$ cat src/rtl/led_ctrl_pkg.sv
// Shared mode encoding for the multi-mode LED controller.
package led_ctrl_pkg;

    typedef enum logic [2:0] {
        MODE_OFF   = 3'd0,
        MODE_ON    = 3'd1,
        MODE_BLINK = 3'd2,
        MODE_CHASE = 3'd3,
        MODE_PWM   = 3'd4
    } mode_e;

    localparam int NUM_MODES = 5;

    function automatic mode_e next_mode(input mode_e m);
        case (m)
            MODE_OFF:   return MODE_ON;
            MODE_ON:    return MODE_BLINK;
            MODE_BLINK: return MODE_CHASE;
            MODE_CHASE: return MODE_PWM;
            default:    return MODE_OFF;
        endcase
    endfunction

endpackage

$ cat src/rtl/led_ctrl_btn_debounce.sv
// Button front end: 2-flop synchronizer, stability-count debouncer and
// registered rising-edge press pulse.
module btn_debounce #(
    parameter int DEBOUNCE_CYCLES = 250000
) (
    input  logic clk,
    input  logic reset,
    input  logic btn,
    output logic press
);
    localparam int CW = $clog2(DEBOUNCE_CYCLES);

    logic          sync1, sync2, btn_db, db_prev;
    logic [CW-1:0] cnt;

    // Everything resets to "pressed" so a button held through reset is
    // not seen as a fresh press.
    always_ff @(posedge clk or posedge reset) begin
        if (reset) begin
            sync1   <= 1'b1;
            sync2   <= 1'b1;
            btn_db  <= 1'b1;
            db_prev <= 1'b1;
            cnt     <= '0;
            press   <= 1'b0;
        end else begin
            sync1   <= btn;
            sync2   <= sync1;
            db_prev <= btn_db;
            press   <= btn_db & ~db_prev;
            if (sync2 == btn_db) begin
                cnt <= '0;
            end else if (cnt == CW'(DEBOUNCE_CYCLES - 1)) begin
                btn_db <= sync2;
                cnt    <= '0;
            end else begin
                cnt <= cnt + CW'(1);
            end
        end
    end

endmodule

$ cat src/rtl/led_ctrl_multi.sv
// Multi-mode LED controller: debounced button steps through
// OFF/ON/BLINK/CHASE/PWM; LED pattern registered one cycle behind mode.
module led_ctrl_multi
    import led_ctrl_pkg::*;
#(
    parameter int NUM_LEDS        = 3,
    parameter int DEBOUNCE_CYCLES = 250000,
    parameter int BLINK_DIV       = 12000000,
    parameter int PWM_WIDTH       = 8,
    parameter bit ACTIVE_LOW      = 1'b1
) (
    input  logic                 clk,
    input  logic                 reset,
    input  logic                 btn,
    input  logic [PWM_WIDTH-1:0] duty,
    output logic [NUM_LEDS-1:0]  led,
    output logic [2:0]           mode
);
    localparam int TW = $clog2(BLINK_DIV);

    mode_e                state_q, state_d;
    logic                 press, mode_chg, tick;
    logic [TW-1:0]        tick_cnt;
    logic                 phase;
    logic [NUM_LEDS-1:0]  chase, logical;
    logic [PWM_WIDTH-1:0] pwm_cnt;

    btn_debounce #(.DEBOUNCE_CYCLES(DEBOUNCE_CYCLES)) u_btn (
        .clk   (clk),
        .reset (reset),
        .btn   (btn),
        .press (press)
    );

    always_ff @(posedge clk or posedge reset) begin
        if (reset) state_q <= MODE_OFF;
        else       state_q <= state_d;
    end

    always_comb begin
        state_d = state_q;
        case (state_q)
            MODE_OFF, MODE_ON, MODE_BLINK, MODE_CHASE, MODE_PWM:
                if (press) state_d = next_mode(state_q);
            default: state_d = MODE_OFF;
        endcase
    end

    assign mode_chg = (state_d != state_q);
    assign tick     = (tick_cnt == TW'(BLINK_DIV - 1));

    // A mode change wins over a coincident tick: the pattern restarts.
    always_ff @(posedge clk or posedge reset) begin
        if (reset) begin
            tick_cnt <= '0;
            phase    <= 1'b0;
            chase    <= NUM_LEDS'(1);
            pwm_cnt  <= '0;
        end else begin
            pwm_cnt <= pwm_cnt + PWM_WIDTH'(1);
            if (mode_chg) begin
                tick_cnt <= '0;
                phase    <= 1'b0;
                chase    <= NUM_LEDS'(1);
            end else if (tick) begin
                tick_cnt <= '0;
                phase    <= ~phase;
                chase    <= {chase[NUM_LEDS-2:0], chase[NUM_LEDS-1]};
            end else begin
                tick_cnt <= tick_cnt + TW'(1);
            end
        end
    end

    always_comb begin
        logical = '0;
        case (state_q)
            MODE_ON:    logical = '1;
            MODE_BLINK: logical = {NUM_LEDS{phase}};
            MODE_CHASE: logical = chase;
            MODE_PWM:   logical = {NUM_LEDS{pwm_cnt < duty}};
            default:    logical = '0;
        endcase
    end

    always_ff @(posedge clk or posedge reset) begin
        if (reset) led <= {NUM_LEDS{ACTIVE_LOW}};
        else       led <= logical ^ {NUM_LEDS{ACTIVE_LOW}};
    end

    assign mode = state_q;

endmodule

$ cat config.mk
export PLATFORM = sky130hd
export DESIGN_NAME = led_ctrl_multi
export DESIGN_NICKNAME = d
export VERILOG_FILES = /design/src/rtl/led_ctrl_pkg.sv /design/src/rtl/led_ctrl_btn_debounce.sv /design/src/rtl/led_ctrl_multi.sv
export SDC_FILE = /design/constraint.sdc
export NUM_CORES = 1
export LEC_CHECK = 0
export ABC_AREA = 1
export CAP_MARGIN = 25
export CORE_AREA = 2 2 97 99
export CTS_CLUSTER_SIZE = 40
export DETAILED_ROUTE_END_ITERATION = 10
export DIE_AREA = 0 0 99 101
export PLACE_DENSITY_LB_ADDON = 0.1
export SLEW_MARGIN = 15
export SYNTH_ARGS = -nofsm -noshare
export SYNTH_HDL_FRONTEND = slang
export SYNTH_HIERARCHICAL = 1
export SYNTH_SLANG_ARGS = --single-unit
$ cat constraint.sdc
create_clock -name clk -period 1.5 [get_ports clk]
set_input_delay 0.15 -clock clk [delete_from_list [all_inputs] [get_ports clk]]
set_output_delay 0.15 -clock clk [all_outputs]
set_load 0.05 [all_outputs]
== Word level (Yosys, flattened, before mapping) ==
Index checks and enable logic that the tools add are counted.
W data, S select, Z words.
Storage, ports and cells
  register bits after elaboration: 65
  input port bits: 11
  output and inout bits: 6
  logic and storage cells: 45
Cells by class
  $add $sub $neg: 3
  $lt $le $gt $ge: 1
  equality and inequality tests: 8
  muxes and demuxes: 12
  bitwise gates (word level): 5
  reductions and logical operators: 4
Operators by type and width (count)
  $mux W24: 2
  $mux W18: 2
  $add A24 B1 Y24 const B: 1
  $eq A24 B24 Y1 const B: 1
  $pmux W3 S4: 2
  $add A18 B1 Y18 const B: 1
  $eq A18 B18 Y1 const B: 1
  $mux W3: 4
  $add A8 B1 Y8 const B: 1
  $lt A8 B8 Y1: 1
  $eq A3 B2 Y1 const B: 2
  $reduce_or A5 Y1: 1
  $eq A3 B1 Y1 const B: 1
  $eq A3 B3 Y1 const B: 1
  $logic_not A3 Y1: 1
  $ne A3 B3 Y1: 1
  $not A1 Y1: 3
  $not A3 Y3: 1
  $mux W1: 2
  $reduce_and A2 Y1: 1
  $reduce_bool A2 Y1: 1
  $and A1 B1 Y1: 1
  $eq A1 B1 Y1: 1

== Logic depth before layout (Yosys ltp) ==
Gate-level depths: netlist (run 1).
  depth after elaboration: 6
  depth in mapped cells: 9
  depth with buffers taken out: 9

== Cells and area by module ==
Netlist (run 1), hierarchy kept.
By module, submodules not included
  led_ctrl_multi: times used 1, cells an instance 291, area each 2303.5 um^2, seq. area each 1056.0 um^2
  btn_debounce: times used 1, cells an instance 139, area each 1167.4 um^2, seq. area each 580.6 um^2

== Worst setup path after synthesis (run 1) ==
No wires, ideal clock.
  path type: reg-to-reg
  from: register state_q[2] (netlist: mode[2])
  to: register chase[1]
  library setup time: 0.126 ns
  arrival: 1.437 ns
  required time: 1.374 ns
  slack: -0.063 ns
  cell stages (with the launch flop): 8
  path buffers: 0
  period minus slack after synthesis: 1.563 ns
  cell sequence: dfrtp_1 -> inv_1 -> nor2_1 -> nor2_4 -> inv_2 -> nor2_1 -> nand2_1 -> o21ai_0
Between the ends
  word-level cells in the longest chain between the ends: 6
  elaborated cells between the ends (all ways): 12
  those cells by class: eq/ne: 5; mux: 4; reduce/logical: 3
Ends and longest elaborated chain
  start: declaration: line led_ctrl_multi.sv:21  | mode_e state_q, state_d;
  start signal: assignment: line led_ctrl_multi.sv:37  | else state_q <= state_d;
  $eq A3 B2 Y1, or another cell as far along: line led_ctrl_pkg.sv:15, led_ctrl_multi.sv:42
  $pmux W3 S4: line led_ctrl_pkg.sv:15  | case (m)
  $mux W3: line led_ctrl_multi.sv:44  | if (press) state_d = next_mode(state_q);
  $mux W3: line led_ctrl_multi.sv:42  | case (state_q)
  $ne A3 B3 Y1 *: line led_ctrl_multi.sv:49  | assign mode_chg = (state_d != state_q);
  $mux W3 or $reduce_bool A2 Y1 (tied branches)
  end signal: assignment: line led_ctrl_multi.sv:68  | chase <= {chase[NUM_LEDS-2:0], chase[NUM_LEDS-1]};
  end: declaration: line led_ctrl_multi.sv:25  | logic [NUM_LEDS-1:0] chase, logical;
Every way passes the cells marked *; elsewhere a longest branch is shown, timed or not.
A chain may end at the register's enable or synchronous reset.

== Worst setup path in the final report (run 1) ==
  from: register u_btn.cnt[0]
  to: register u_btn.cnt[12]
Between the ends
  word-level cells in the longest chain between the ends: 3
  elaborated cells between the ends (all ways): 4
  those cells by class: add/sub: 1; eq/ne: 1; mux: 2
Ends and longest elaborated chain
  start: declaration: line led_ctrl_btn_debounce.sv:14  | logic [CW-1:0] cnt;
  start signal: assignment: line led_ctrl_btn_debounce.sv:37  | cnt <= cnt + CW'(1);
  $add A18 B1 Y18 or $eq A18 B18 Y1 (tied branches): line led_ctrl_btn_debounce.sv:37, led_ctrl_btn_debounce.sv:33
  $mux W18 *: line led_ctrl_btn_debounce.sv:33  | end else if (cnt == CW'(DEBOUNCE_CYCLES - 1)) begin
  $mux W18 *: line led_ctrl_btn_debounce.sv:31  | if (sync2 == btn_db) begin
Marked as above.

==> impl_metrics.csv, run 1 <==
group,metric,value,unit
place,hpwl,5250,um
yosys,ys_types,30,
worst_setup_path,path_cells,"ha_1, nand3_2, nor2_1, nand2_1, nand2_2, nor2_1",
pwr,pwr-share-comb,0.033,
clock_tree,cts_tree,"built",
global_routing,grt_pass1_wl,12300,um
sta,worst_slack,0.102,ns
global_routing,antenna_found_initial,0,
detailed_routing,avgRoutedWirePerCell,12.0,um
clock_tree,h-tree-depth,3,
clock_tree,cts_sinks,65,
global_routing,grt_start_max_net_pins,26,
clock_tree,hold_buffers,0,
cells_and_area,final_area,4230,um^2
sta,skew,0.0125,ns
sta,tightest_slew,0.449,ns
place,finalWeightedCongestion,0.812,
pwr,p_int,2.77,mW
yosys,synth_warnings,6,
cells_and_area,antenna_cells,0,
worst_setup_path,crit_required,1.73,ns
worst_setup_path,path_max_fanout,7,
yosys,synth_top_cell_by_area,"dfrtp_1",
pwr,clkPwrFrac,0.475,
worst_setup_path,criticalPathCategory,"reg2reg",
worst_setup_path,crit_buf_inv,0,
worst_setup_path,cpPeakStageDelay,0.38,ns
detailed_routing,remaining_drc_errors,0,
run,maxCapViolCount,0,
clock_tree,clkTransAtPathRegs,0.08,ns
yosys,postSynthNetCount,451,
sta,setup_tns,0,ns
worst_setup_path,crit_slowest_cell,"dfrtp_1",
worst_setup_path,cp.arrival,1.63,ns
cells_and_area,nets,493,
yosys,netlist_area,3470,um^2
global_routing,grt_pass1_vias,2699,
worst_setup_path,end_kind,"register",
worst_setup_path,crit_path_frequent_cell,"nor2_1",
detailed_routing,routed-via-count,2712,
floorplan,die_area,10000,um^2
detailed_routing,first_iter_violations,75,
detailed_routing,viasPerCell,4.61,
sta,slew-limit-headroom,0.699,
status,status,"finished clean",
worst_setup_path,critical_path.top_delay_family,"simple AND/OR/NAND/NOR gates",
yosys,avgSynthCellArea,8.07,um^2
detailed_routing,detail-route-antenna-nets,0,
clock_tree,clk_path_buf_depth,2,
sta,fin_crit_sh,0.932,
yosys,synth_top_area_share,0.411,
place,dpl_worst_slack,-0.0375,ns
yosys,synth-seq-area-share,0.472,
worst_setup_path,cp-start-kind,"register",
worst_hold_path,hold_class,"in2async",
global_routing,grt_usage,0.156,
sta,period_needed,1.40,ns
yosys,synthTopCellsByArea,"dfrtp_1 41%, nor2_1 11%, nand2_1 9.6%",
floorplan,core,8980,um^2
global_routing,globalRouteOverflowTotal,0,
clock_tree,clock-root-buffer,"clkbuf_8",
sta,rsz0062_at_grt,"true",
cells_and_area,nFillCells,881,
pwr,sw_frac_of_total,0.230,
worst_setup_path,crit_start,"u_btn/cnt[0]",
cells_and_area,final_layout_size_suffix_gt1_frac,0.180,
clock_tree,clk_latency,0.34,ns
place,numPortBuffers,16,
floorplan,fp.dieH,101,um
place,place_area,3890,um^2
cells_and_area,syn2layout_area_growth,21.9,%
floorplan,fp.dieW,99,um
clock_tree,cts_buffers,9,
pwr,power_density,850,nW/um^2
sta,hold_viol_final,0,
sta,slew_viol_final,0,
floorplan,initial_core_util,0.387,
pwr,p_leak,1.92,nW
yosys,synth_seq_cells,65,
pwr,p_seq_frac,0.492,
pwr,power.switching,0.827,mW
sta,setup_viol,0,
yosys,syn_inst,430,
floorplan,io_pins,17,
floorplan,row_count,35,
yosys,synth_edf_count,0,
detailed_routing,wl,7060,um
sta,fmax,0.715,GHz
worst_setup_path,reg2reg_from,"u_btn/cnt[0]",
yosys,synth_ff_type,"dfrtp_1",
pwr,peakVddDrop,442,uV
yosys,synth-async-reset-ratio,1.00,
detailed_routing,dr.pass1.iters,4,
[synthesized netlist by cell type, types with 2 or more instances]
cell type	instances
nand2_4	2
nor2_2	5
nand3_2	4
xnor2_1	10
nor2_4	6
inv_2	4
xor2_1	16
nand4_1	5
nand2_2	3
nand3_1	24
nor3_1	4
o21bai_1	4
inv_1	48
dfrtp_1	57
dfstp_2	8
nand2_1	89
a21oi_1	13
o21ai_0	9
nor2_1	99
ha_1	10
[per-layer routing]
| layer | GRT usage | vias to the layer above | share of wire |
|---|---|---|---|
| met3 | 0.0354 | 7 | 0.027 |
| li1 | - | 1434 | - |
| met2 | 0.256 | 28 | 0.46 |
| met1 | 0.202 | 1243 | 0.50 |
| met5 | 0 | - | 0 |
| met4 | 0.0601 | 0 | 0.014 |
[final timing paths]
path	to	slack (ns)	depth (start not counted)
setup reg to reg	u_btn/cnt[12]	0.10	6
min in group clk	u_btn/sync1	0.21	1
hold / removal	chase[1]	0.15	2
hold reg to reg	u_btn/sync2	0.36	0
setup / recovery	u_btn/cnt[12]	0.10	6
max in group asynchronous	mode[0]	0.90	3
[registers in the layout, summed over array words and instances, names as in the netlist]
signal and count:
tick_cnt 24, u_btn/cnt 18, pwm_cnt 8, chase 3
led 3, mode 3, phase 1, u_btn/btn_db 1
u_btn/db_prev 1, u_btn/press 1, u_btn/sync1 1, u_btn/sync2 1
[layout by cell type (no fill, tap or decap), types with 3 or more instances in the layout]
cell type	n
a21oi_1	12
buf_12	5
buf_4	17
clkbuf_8	9
clkdlybuf4s50_1	10
dfrtp_1	54
dfrtp_2	3
dfstp_2	8
ha_1	9
inv_1	47
inv_2	4
nand2_1	87
nand2_2	5
nand3_1	22
nand3_2	5
nand4_1	5
nor2_1	95
nor2_2	5
nor2_4	10
nor3_1	3
o21ai_0	9
o21bai_1	4
xnor2_1	10
xor2_1	16
[power by group through the flow]
stage / Combinational [mW] / Clock [mW] / Sequential (mW)
after global placement: 0.122 / 0 / 1.80
after detailed placement: 0.123 / 0 / 1.80
after CTS: 0.123 / 1.77 / 1.77
final: 0.120 / 1.71 / 1.77
after global routing: 0.138 / 1.86 / 1.77
after floorplan: 0.0605 / 0 / 1.80
[layout make-up]
class | count | area, um^2 | area share
Sequential cell | 65 | 1640 | 0.388
Clock buffer | 9 | 124 | 0.0293
Clock inverter | 7 | 103 | 0.0243
Multi-Input combinational cell | 312 | 1700 | 0.402
Inverter | 52 | 195 | 0.0461
Timing Repair Buffer | 32 | 328 | 0.0775
Tap cell | 111 | 139 | 0.0328
[cell families (layout without fill, tap and decap cells)]
| kind of cell | count (synthesis) | in the layout | share of synthesized area |
|---|---|---|---|
| flip-flops | 65 | 65 | 0.472 |
| AND/OR/NAND/NOR | 244 | 244 | 0.312 |
| XOR/XNOR | 27 | 27 | 0.0703 |
| adder cells (fa/ha/maj) | 10 | 10 | 0.0360 |
| AO/OA/AOI/OAI | 31 | 31 | 0.0508 |
| buffers and inverters | 53 | 100 | 0.0595 |
[metrics by stage]
step                      hold slack, ns  std cells  power [mW]   util
after floorplan                    0.149        430        1.86      -
after global placement             0.346        567        1.92  0.434
after detailed placement           0.349        567        1.93  0.434
after CTS                          0.153        583        3.66  0.459
after global routing               0.167        588        3.76  0.471
final                              0.154        588        3.60  0.471
[what timing repair did]
action	4_1_cts	5_1_grt
resized for setup	1	16
endpoints found under the setup margin	1	33
setup buffers	0	5
gates cloned	0	0
pin swaps	0	3
(Power assumes the default switching activity.)
==> inputs of run 2 (changes only) <==
--- a/config.mk
+++ b/config.mk
@@ -11,6 +11,7 @@
 export CTS_CLUSTER_SIZE = 40
 export DETAILED_ROUTE_END_ITERATION = 10
 export DIE_AREA = 0 0 99 101
+export MAX_ROUTING_LAYER = met4
 export PLACE_DENSITY_LB_ADDON = 0.1
 export SLEW_MARGIN = 15
 export SYNTH_ARGS = -nofsm -noshare
==> run 2 against run 1 <==
Compared with the run above: sequential power barely moved; cell count unchanged; sequential cell count unchanged; critical endpoint unchanged; largest cell class unchanged; highest routed layer unchanged.
==> impl_metrics.csv, run 2 (synthesis gave the netlist of run 1 again) <==
group,metric,value,unit
status,status,"finished clean",
pwr,p_seq_frac,0.492,
worst_setup_path,path_cells,"ha_1, nand3_2, nor2_1, nand2_1, nand2_2, nor2_1",
sta,rsz0062_at_grt,"true",
detailed_routing,dr.pass1.iters,4,
worst_setup_path,cp.arrival,1.63,ns
clock_tree,cts_buffers,9,
floorplan,fp.dieH,101,um
sta,skew,0.0125,ns
pwr,p_leak,1.92,nW
worst_setup_path,crit_path_frequent_cell,"nor2_1",
global_routing,antenna_found_initial,0,
clock_tree,clk_path_buf_depth,2,
cells_and_area,layout_common_cells,"95 x nor2_1, 87 x nand2_1, 54 x dfrtp_1",
place,dpl_worst_slack,-0.0375,ns
detailed_routing,detail-route-antenna-nets,0,
detailed_routing,viasPerCell,4.61,
floorplan,fp.dieW,99,um
cells_and_area,largest_register_ffs,24,
pwr,sw_frac_of_total,0.230,
floorplan,io_pins,17,
clock_tree,h-tree-depth,3,
pwr,power.switching,0.827,mW
cells_and_area,top_register,"tick_cnt",
pwr,power_density,850,nW/um^2
worst_setup_path,crit_required,1.73,ns
place,finalWeightedCongestion,0.824,
cells_and_area,seq_area,1640,um^2
cells_and_area,syn2layout_area_growth,21.9,%
cells_and_area,final_layout_size_suffix_gt1_frac,0.180,
sta,worst_slack,0.102,ns
cells_and_area,largestRegisters,"tick_cnt (24), u_btn/cnt (18), pwm_cnt (8)",
pwr,clkPwrFrac,0.475,
worst_setup_path,path_max_fanout,7,
cells_and_area,final_common_cell,"nor2_1",
worst_setup_path,cp-start-kind,"register",
clock_tree,cts_sinks,65,
detailed_routing,avgRoutedWirePerCell,12.0,um
place,hpwl,5250,um
pwr,peakVddDrop,442,uV
pwr,p_int,2.77,mW
global_routing,globalRouteOverflowTotal,0,
sta,fin_crit_sh,0.932,
clock_tree,clkTransAtPathRegs,0.08,ns
run,maxCapViolCount,0,
worst_setup_path,criticalPathCategory,"reg2reg",
sta,period_needed,1.40,ns
detailed_routing,wl,7050,um
clock_tree,clk_latency,0.35,ns
pwr,power,3.60,mW
worst_setup_path,cpPeakStageDelay,0.38,ns
worst_setup_path,crit_buf_inv,0,
worst_hold_path,hold_class,"in2async",
sta,setup_viol,0,
sta,slew-limit-headroom,0.699,
clock_tree,clock-root-buffer,"clkbuf_8",
worst_setup_path,critical_path.top_delay_family,"simple AND/OR/NAND/NOR gates",
global_routing,grt_start_max_net_pins,26,
floorplan,core,8980,um^2
floorplan,die_area,10000,um^2
global_routing,grt_usage,0.161,
cells_and_area,nFillCells,881,
clock_tree,hold_buffers,0,
floorplan,initial_core_util,0.387,
cells_and_area,antenna_cells,0,
detailed_routing,first_iter_violations,71,
cells_and_area,nets,493,
sta,fmax,0.715,GHz
global_routing,grt_pass1_vias,2697,
sta,slew_viol_final,0,
cells_and_area,multi_input_area,1700,um^2
sta,tightest_slew,0.449,ns
sta,hold_viol_final,0,
detailed_routing,routed-via-count,2711,
worst_setup_path,crit_slowest_cell,"dfrtp_1",
floorplan,row_count,35,
pwr,pwr-share-comb,0.033,
global_routing,grt_pass1_wl,12300,um
worst_setup_path,end_kind,"register",
clock_tree,cts_tree,"built",
place,numPortBuffers,16,
detailed_routing,remaining_drc_errors,0,
[run 2: cell counts in the layout (fill, tap and decap cells not counted)]
Identical to the previous run, type by type.
[run 2: routing by layer]
| layer | vias up | global-route usage | routed length, um |
|---|---|---|---|
| met5 | - | - | 0 |
| met4 | 0 | 0.0601 | 97 |
| met3 | 7 | 0.0354 | 184 |
| met2 | 28 | 0.256 | 3270 |
| met1 | 1243 | 0.202 | 3500 |
| li1 | 1433 | - | - |
[run 2: final timing paths]
check / cells after the start / startpoint / slack, ns / endpoint
worst max register to register: 6 / u_btn/cnt[0] / 0.10 / u_btn/cnt[12]
worst max-delay path: 6 / u_btn/cnt[0] / 0.10 / u_btn/cnt[12]
min in group clk: 1 / btn / 0.21 / u_btn/sync1
worst min-delay path: 2 / reset / 0.15 / chase[1]
worst min register to register: 0 / u_btn/sync1 / 0.36 / u_btn/sync2
max in group asynchronous: 3 / reset / 0.90 / mode[0]
[run 2: cell type report]
class,count,share of cell area
Clock buffer,9,0.0293
Clock inverter,7,0.0243
Inverter,52,0.0461
Multi-Input combinational cell,312,0.402
Sequential cell,65,0.388
Tap cell,111,0.0328
Timing Repair Buffer,32,0.0775
[run 2: stage by stage]
step                      std cells  hold slack (ns)  utilization  cell area [um^2]  setup TNS, ns
after detailed placement        567            0.349        0.434              3890        -0.0914
after global routing            588            0.167        0.471              4230        -0.0413
after CTS                       583            0.153        0.459              4120              0
after global placement          567            0.346        0.434              3890        -0.0194
final                           588            0.154        0.471              4230              0
after floorplan                 430            0.149            -              3470              0
[run 2: what timing repair did]
| action | CTS | global route |
|---|---|---|
| setup buffers | 0 | 5 |
| resized for setup | 1 | 16 |
| setup endpoints to repair | 1 | 33 |
| pin swaps | 0 | 3 |
[run 2: power by group through the flow]
stage               clock network [mW]  logic (mW)  registers (mW)
finish                            1.71       0.120            1.77
global route                      1.86       0.138            1.77
CTS                               1.77       0.123            1.77
floorplan                            0      0.0605            1.80
detailed placement                   0       0.123            1.80
global placement                     0       0.122            1.80
